--- src/rtl/foc_loop_scheduler.sv ---
// Periodic start sequencer for the FOC current loop. It also queues host PID gain writes and
// drains them to the D/Q register files only between loop iterations.
module foc_loop_scheduler #(
  parameter int D_WIDTH   = 16,
  parameter int PERIOD_W  = 16,
  parameter int CFG_DEPTH = 4
) (
  input  logic                clk,
  input  logic                rstb,
  input  logic                enable,
  input  logic [PERIOD_W-1:0] period,
  output logic                foc_valid,
  input  logic                foc_ready,
  input  logic                cfg_valid,
  output logic                cfg_ready,
  input  logic                cfg_sel,
  input  logic [D_WIDTH-1:0]  cfg_addr,
  input  logic [D_WIDTH-1:0]  cfg_data,
  output logic                pid_d_wen,
  output logic                pid_q_wen,
  output logic [D_WIDTH-1:0]  pid_addr,
  output logic [D_WIDTH-1:0]  pid_data,
  output logic                busy,
  output logic                overrun,
  output logic [7:0]          overrun_cnt
);

  localparam int PTR_W   = $clog2(CFG_DEPTH);
  localparam int ENTRY_W = 2 * D_WIDTH + 1;

  typedef enum logic [1:0] {
    WAIT_TICK,
    LAUNCH,
    ACK,
    BUSY
  } state_t;

  state_t              state;
  logic [1:0]          ack_cnt;
  logic [PERIOD_W-1:0] count;
  logic [PERIOD_W-1:0] period_cur;
  logic [PERIOD_W-1:0] period_clamped;
  logic                tick;
  logic                tick_drop;
  logic                ack_timeout;
  logic                ov_evt;

  logic [ENTRY_W-1:0]  fifo_mem [CFG_DEPTH];
  logic [ENTRY_W-1:0]  head;
  logic [PTR_W-1:0]    wr_ptr;
  logic [PTR_W-1:0]    rd_ptr;
  logic [PTR_W:0]      fifo_count;
  logic                push;
  logic                pop;

  // The active period only changes while idle or at a wrap, so a host update never shortens a running period.
  assign period_clamped = (period < PERIOD_W'(2)) ? PERIOD_W'(2) : period;
  assign tick           = enable && (count == period_cur - PERIOD_W'(1));

  always_ff @(posedge clk or negedge rstb) begin
    if (!rstb) begin
      count      <= '0;
      period_cur <= PERIOD_W'(2);
    end else if (!enable) begin
      count      <= '0;
      period_cur <= period_clamped;
    end else if (tick) begin
      count      <= '0;
      period_cur <= period_clamped;
    end else begin
      count <= count + PERIOD_W'(1);
    end
  end

  assign tick_drop   = tick && !((state == WAIT_TICK) && foc_ready);
  assign ack_timeout = (state == ACK) && foc_ready && (ack_cnt == 2'd3);
  assign ov_evt      = tick_drop || ack_timeout;
  assign busy        = (state != WAIT_TICK);

  always_ff @(posedge clk or negedge rstb) begin
    if (!rstb) begin
      state       <= WAIT_TICK;
      ack_cnt     <= '0;
      foc_valid   <= 1'b0;
      overrun     <= 1'b0;
      overrun_cnt <= '0;
    end else begin
      foc_valid <= 1'b0;
      overrun   <= ov_evt;
      if (ov_evt && (overrun_cnt != 8'hFF)) begin
        overrun_cnt <= overrun_cnt + 8'd1;
      end
      case (state)
        WAIT_TICK: begin
          if (tick && foc_ready) begin
            state     <= LAUNCH;
            foc_valid <= 1'b1;
          end
        end
        LAUNCH: begin
          state   <= ACK;
          ack_cnt <= '0;
        end
        ACK: begin
          if (!foc_ready) begin
            state <= BUSY;
          end else if (ack_cnt == 2'd3) begin
            state <= WAIT_TICK;
          end else begin
            ack_cnt <= ack_cnt + 2'd1;
          end
        end
        BUSY: begin
          if (foc_ready) begin
            state <= WAIT_TICK;
          end
        end
        default: state <= WAIT_TICK;
      endcase
    end
  end

  // Draining yields to a tick, so a PID write can never land in a cycle that starts an iteration.
  assign cfg_ready = (fifo_count != (PTR_W + 1)'(CFG_DEPTH));
  assign push      = cfg_valid && cfg_ready;
  assign pop       = (state == WAIT_TICK) && !tick && (fifo_count != '0);
  assign head      = fifo_mem[rd_ptr];

  always_ff @(posedge clk) begin
    if (push) begin
      fifo_mem[wr_ptr] <= {cfg_sel, cfg_addr, cfg_data};
    end
  end

  always_ff @(posedge clk or negedge rstb) begin
    if (!rstb) begin
      wr_ptr     <= '0;
      rd_ptr     <= '0;
      fifo_count <= '0;
    end else begin
      if (push) begin
        wr_ptr <= wr_ptr + PTR_W'(1);
      end
      if (pop) begin
        rd_ptr <= rd_ptr + PTR_W'(1);
      end
      case ({push, pop})
        2'b10:   fifo_count <= fifo_count + (PTR_W + 1)'(1);
        2'b01:   fifo_count <= fifo_count - (PTR_W + 1)'(1);
        default: fifo_count <= fifo_count;
      endcase
    end
  end

  always_ff @(posedge clk or negedge rstb) begin
    if (!rstb) begin
      pid_d_wen <= 1'b0;
      pid_q_wen <= 1'b0;
      pid_addr  <= '0;
      pid_data  <= '0;
    end else begin
      pid_d_wen <= pop && !head[ENTRY_W-1];
      pid_q_wen <= pop && head[ENTRY_W-1];
      if (pop) begin
        pid_addr <= head[2*D_WIDTH-1:D_WIDTH];
        pid_data <= head[D_WIDTH-1:0];
      end
    end
  end

endmodule

--- config.mk ---
export PLATFORM = sky130hd
export DESIGN_NAME = foc_loop_scheduler
export DESIGN_NICKNAME = d
export VERILOG_FILES = /design/src/rtl/foc_loop_scheduler.sv
export SDC_FILE = /design/constraint.sdc
export NUM_CORES = 1
export LEC_CHECK = 0
export ABC_CLOCK_PERIOD_IN_PS = 3200
export BUFFER_PORTS_ARGS = -buffer_cell sky130_fd_sc_hd__buf_4
export CAP_MARGIN = 20
export CELL_PAD_IN_SITES_DETAIL_PLACEMENT = 1
export CELL_PAD_IN_SITES_GLOBAL_PLACEMENT = 2
export CORE_MARGIN = 1
export CORE_UTILIZATION = 39
export CTS_CLUSTER_DIAMETER = 30
export DETAILED_ROUTE_END_ITERATION = 10
export GPL_ROUTABILITY_DRIVEN = 0
export PLACE_DENSITY_LB_ADDON = 0.3
export RECOVER_POWER = 100
export SYNTH_ARGS = -nofsm -noshare
export SYNTH_HDL_FRONTEND = slang
export SYNTH_SLANG_ARGS = --single-unit
export TNS_END_PERCENT = 50
--- constraint.sdc ---
create_clock -name clk -period 3.2 [get_ports clk]
set_clock_uncertainty 0.15 [all_clocks]
set_input_delay 0.32 -clock clk [delete_from_list [all_inputs] [get_ports clk]]
set_output_delay 0.32 -clock clk [all_outputs]
set_load 0.05 [all_outputs]
==> flow_metrics.tcl <==
set metrics [dict create \
    status "complete, but fails checks" \
    violations "max-capacitance violations, max-slew violations" \
    critPathBufInv 3 \
    grt_pass1_wl_mm 35.5 \
    hold_violations 0 \
    place.detailed.hpwl_mm 13.0 \
    dominantRegCellSynth "edfxtp_1" \
    syn_area_um2 9080 \
    cp-end-kind "register" \
    grt_pass1_vias 6343 \
    use_met1 0.231 \
    coreArea_um2 22700 \
    clk-insertion-delay-late_ns 0.54 \
    synth_cells 538 \
    maxCapViolations 1 \
    final_layout_size_suffix_gt1_frac 0.306 \
    critPathTopFamily "simple AND/OR/NAND/NOR gates" \
    fin_nets 830 \
    synth_cell_types 50 \
    required_ns 3.50 \
    num_vias 5499 \
    pin_count 100 \
    critPathArrivalTime_ns 3.46 \
    synth_top_cell_by_area "edfxtp_1" \
    cts_max_path_buffers 3 \
    clk_pin_slew_ns 0.05 \
    min_period_ns 3.16 \
    worst_pin_slew_ns 2.28 \
    use_met3 0.0431 \
    cts_buffers 49 \
    max_freq_mhz 316 \
    final_area_um2 12600 \
    cpPeakStageDelay_ns 0.42 \
    top_usage_layer "met2" \
    port_buffers 99 \
    die_x_um 155 \
    hold_path.class "input pin to register" \
    synth_edf_count 132 \
    num-fill-cells 2168 \
    yosys_warnings 0 \
    first_pass_iters 5 \
    rsz0062_at_grt "yes" \
    power.density_nw_per_um2 1040 \
    critical_path.max_fanout 5 \
    hold_path_depth 3 \
    wire_per_inst_um 20.0 \
    p_leak_nw 4.95 \
    cts.sinks 219 \
    cts_tree "done" \
    ys_seq_area_frac 0.676 \
    start_util 0.400 \
    htree_levels 2 \
    initialDrtViolationCount 276 \
    final-max-slew-violation-count 40 \
    wl_mm 21.8 \
    antenna_cells 0 \
    track_usage 0.195 \
    crit_chain "inv_2, ha_4, nor3b_4, nand2_1, and3b_1, o211ai_2, nor4_4, or3_4, inv_4, ha_4, inv_2, fa_2, xor2_1, nor2_1, xor2_1" \
    drc 0 \
    worst_ir_drop_vdd_mv 0.750 \
    startpoint "period_cur[0]" \
    multi_input_area_um2 2860 \
    grt_max_degree 78 \
    r2r_cells 15 \
    finalCritPeriodShare 0.989 \
    regArea_um2 6150 \
    grt_use_met2 0.345 \
    setup_tns_ns 0 \
    ant_nets 0 \
    fp.dieH_um 155 \
    placed_area_um2 10400 \
    hp-start "cfg_valid" \
    via_per_inst 5.04 \
    die-area_um2 23900 \
    slew_headroom -0.520 \
    crit_path_start_kind "register" \
    antenna_found_initial 0 \
    r2r-start "period_cur[0]" \
    rows 55 \
    cp_num_cells 15 \
    cp_slowest_cell "dfrtp_2" \
    grt_overflow_total 0 \
    setup_viol 0 \
    synth-seq-cells 219 \
    worstSetupPathType "register to register" \
    cts_root_buf "clkbuf_16" \
    synthArstFlopShare 0.397 \
    area_growth_pct 39.2 \
    synth_area_leaders "edfxtp_1 44%, dfrtp_1 24%, mux4_2 8.2%, mux2_4 4.1%, mux2_2 2.7%" \
    synth_top_area_frac 0.436 \
    syn_area_per_cell_um2 16.9 \
    synth_nets 602 \
]
## cell usage in the layout, fill, tap and decap left out, types with 4 or more instances in the layout
cell	instances
and3_1	13
buf_4	49
mux4_2	33
bufinv_16	14
edfxtp_1	132
nor3_1	11
xnor2_1	18
clkbuf_16	49
inv_1	14
mux2_4	25
nand3_1	16
o211ai_1	5
dfrtp_1	83
clkbuf_1	92
nor2b_1	4
ha_1	7
o21ai_0	6
clkinvlp_4	6
clkinv_2	4
nand2_1	15
clkinv_4	4
mux2_2	22
a21oi_1	6
xor2_1	25
nor4_1	4
dlygate4sd3_1	51
nor2_1	30
## worst min-delay path: stages
cell and delay, ns:
buf_4 0.10, and2_1 0.21, xnor2_1 0.10
## worst paths after layout
path	endpoint	slack, ns
setup / recovery	fifo_count[2]	0.04
hold / removal	wr_ptr[0]	0.09
setup reg to reg	fifo_count[2]	0.04
hold reg to reg	overrun_cnt[4]	0.34
max in group asynchronous	pid_addr[7]	0.56
min in group asynchronous	pid_d_wen	0.87
## layer usage
layer | share of wire | routed length, µm | vias up
li1 | - | - | 2507
met1 | 0.41 | 9020 | 2814
met2 | 0.52 | 11400 | 143
met3 | 0.042 | 918 | 35
met4 | 0.020 | 431 | 0
met5 | 0 | 0 | -
## area by class of cell
class	count	area share
Sequential cell	219	0.486
Multi-Input combinational cell	285	0.226
Timing Repair Buffer	194	0.106
Clock buffer	56	0.101
Clock inverter	35	0.0475
Tap cell	285	0.0282
Inverter	17	0.00524
## logic make-up after synthesis
family	count (synthesis)	share of synthesized area
AO/OA/AOI/OAI	31	0.0225
XOR/XNOR	45	0.0434
adder cells (fa/ha/maj)	10	0.0146
buffers and inverters	34	0.0175
flip-flops	219	0.676
multiplexers	81	0.152
AND/OR/NAND/NOR	118	0.0743
## power by group
group / leakage, nW / switching (mW) / internal, mW
clock network: 0.890 / 1.64 / 4.00
registers: 2.27 / 0.472 / 3.73
logic: 1.79 / 1.98 / 1.37
total: 4.95 / 4.09 / 9.10
## registers in the layout, summed over array words and instances, names as in the netlist, 2 cells and up
register,flops
ack_cnt,2
count,16
fifo_count,3
fifo_mem,132
overrun_cnt,8
period_cur,16
pid_addr,16
pid_data,16
rd_ptr,2
state,2
wr_ptr,2
## Yosys cell counts, types with 8 or more instances
cell type	count
inv_1	17
dfrtp_1	86
nor2_1	30
xnor2_1	20
ha_1	9
mux2_2	22
mux4_2	33
edfxtp_1	132
a21oi_1	8
mux2_4	25
clkbuf_1	10
nor3_1	11
nand3_1	16
xor2_1	25
and3_1	13
nand2_1	15
## repair_timing
item | 4_1_cts | 5_1_grt
buffers inserted | 6 | 3
endpoints found under the hold margin | 226 | 0
pin swaps | 7 | 8
gates resized for setup | 9 | 5
hold buffers | 51 | 0
gates cloned | 1 | 0
setup endpoints to repair | 28 | 20
## per-stage QoR
step                total power, mW  worst slack, ns  instances  hold slack (ns)  utilization
CTS                            13.6         0.000476       1087           0.0645        0.569
floorplan                      6.59           -0.116        538           -0.126            -
finish                         13.2           0.0356       1091           0.0879        0.557
global route                   13.7           -0.116       1091            0.139        0.557
detailed placement             7.74           -0.213        938            0.332        0.458
global placement               7.62          -0.0420        938            0.330        0.458
No activity file was read; power rests on OpenSTA's default activity.
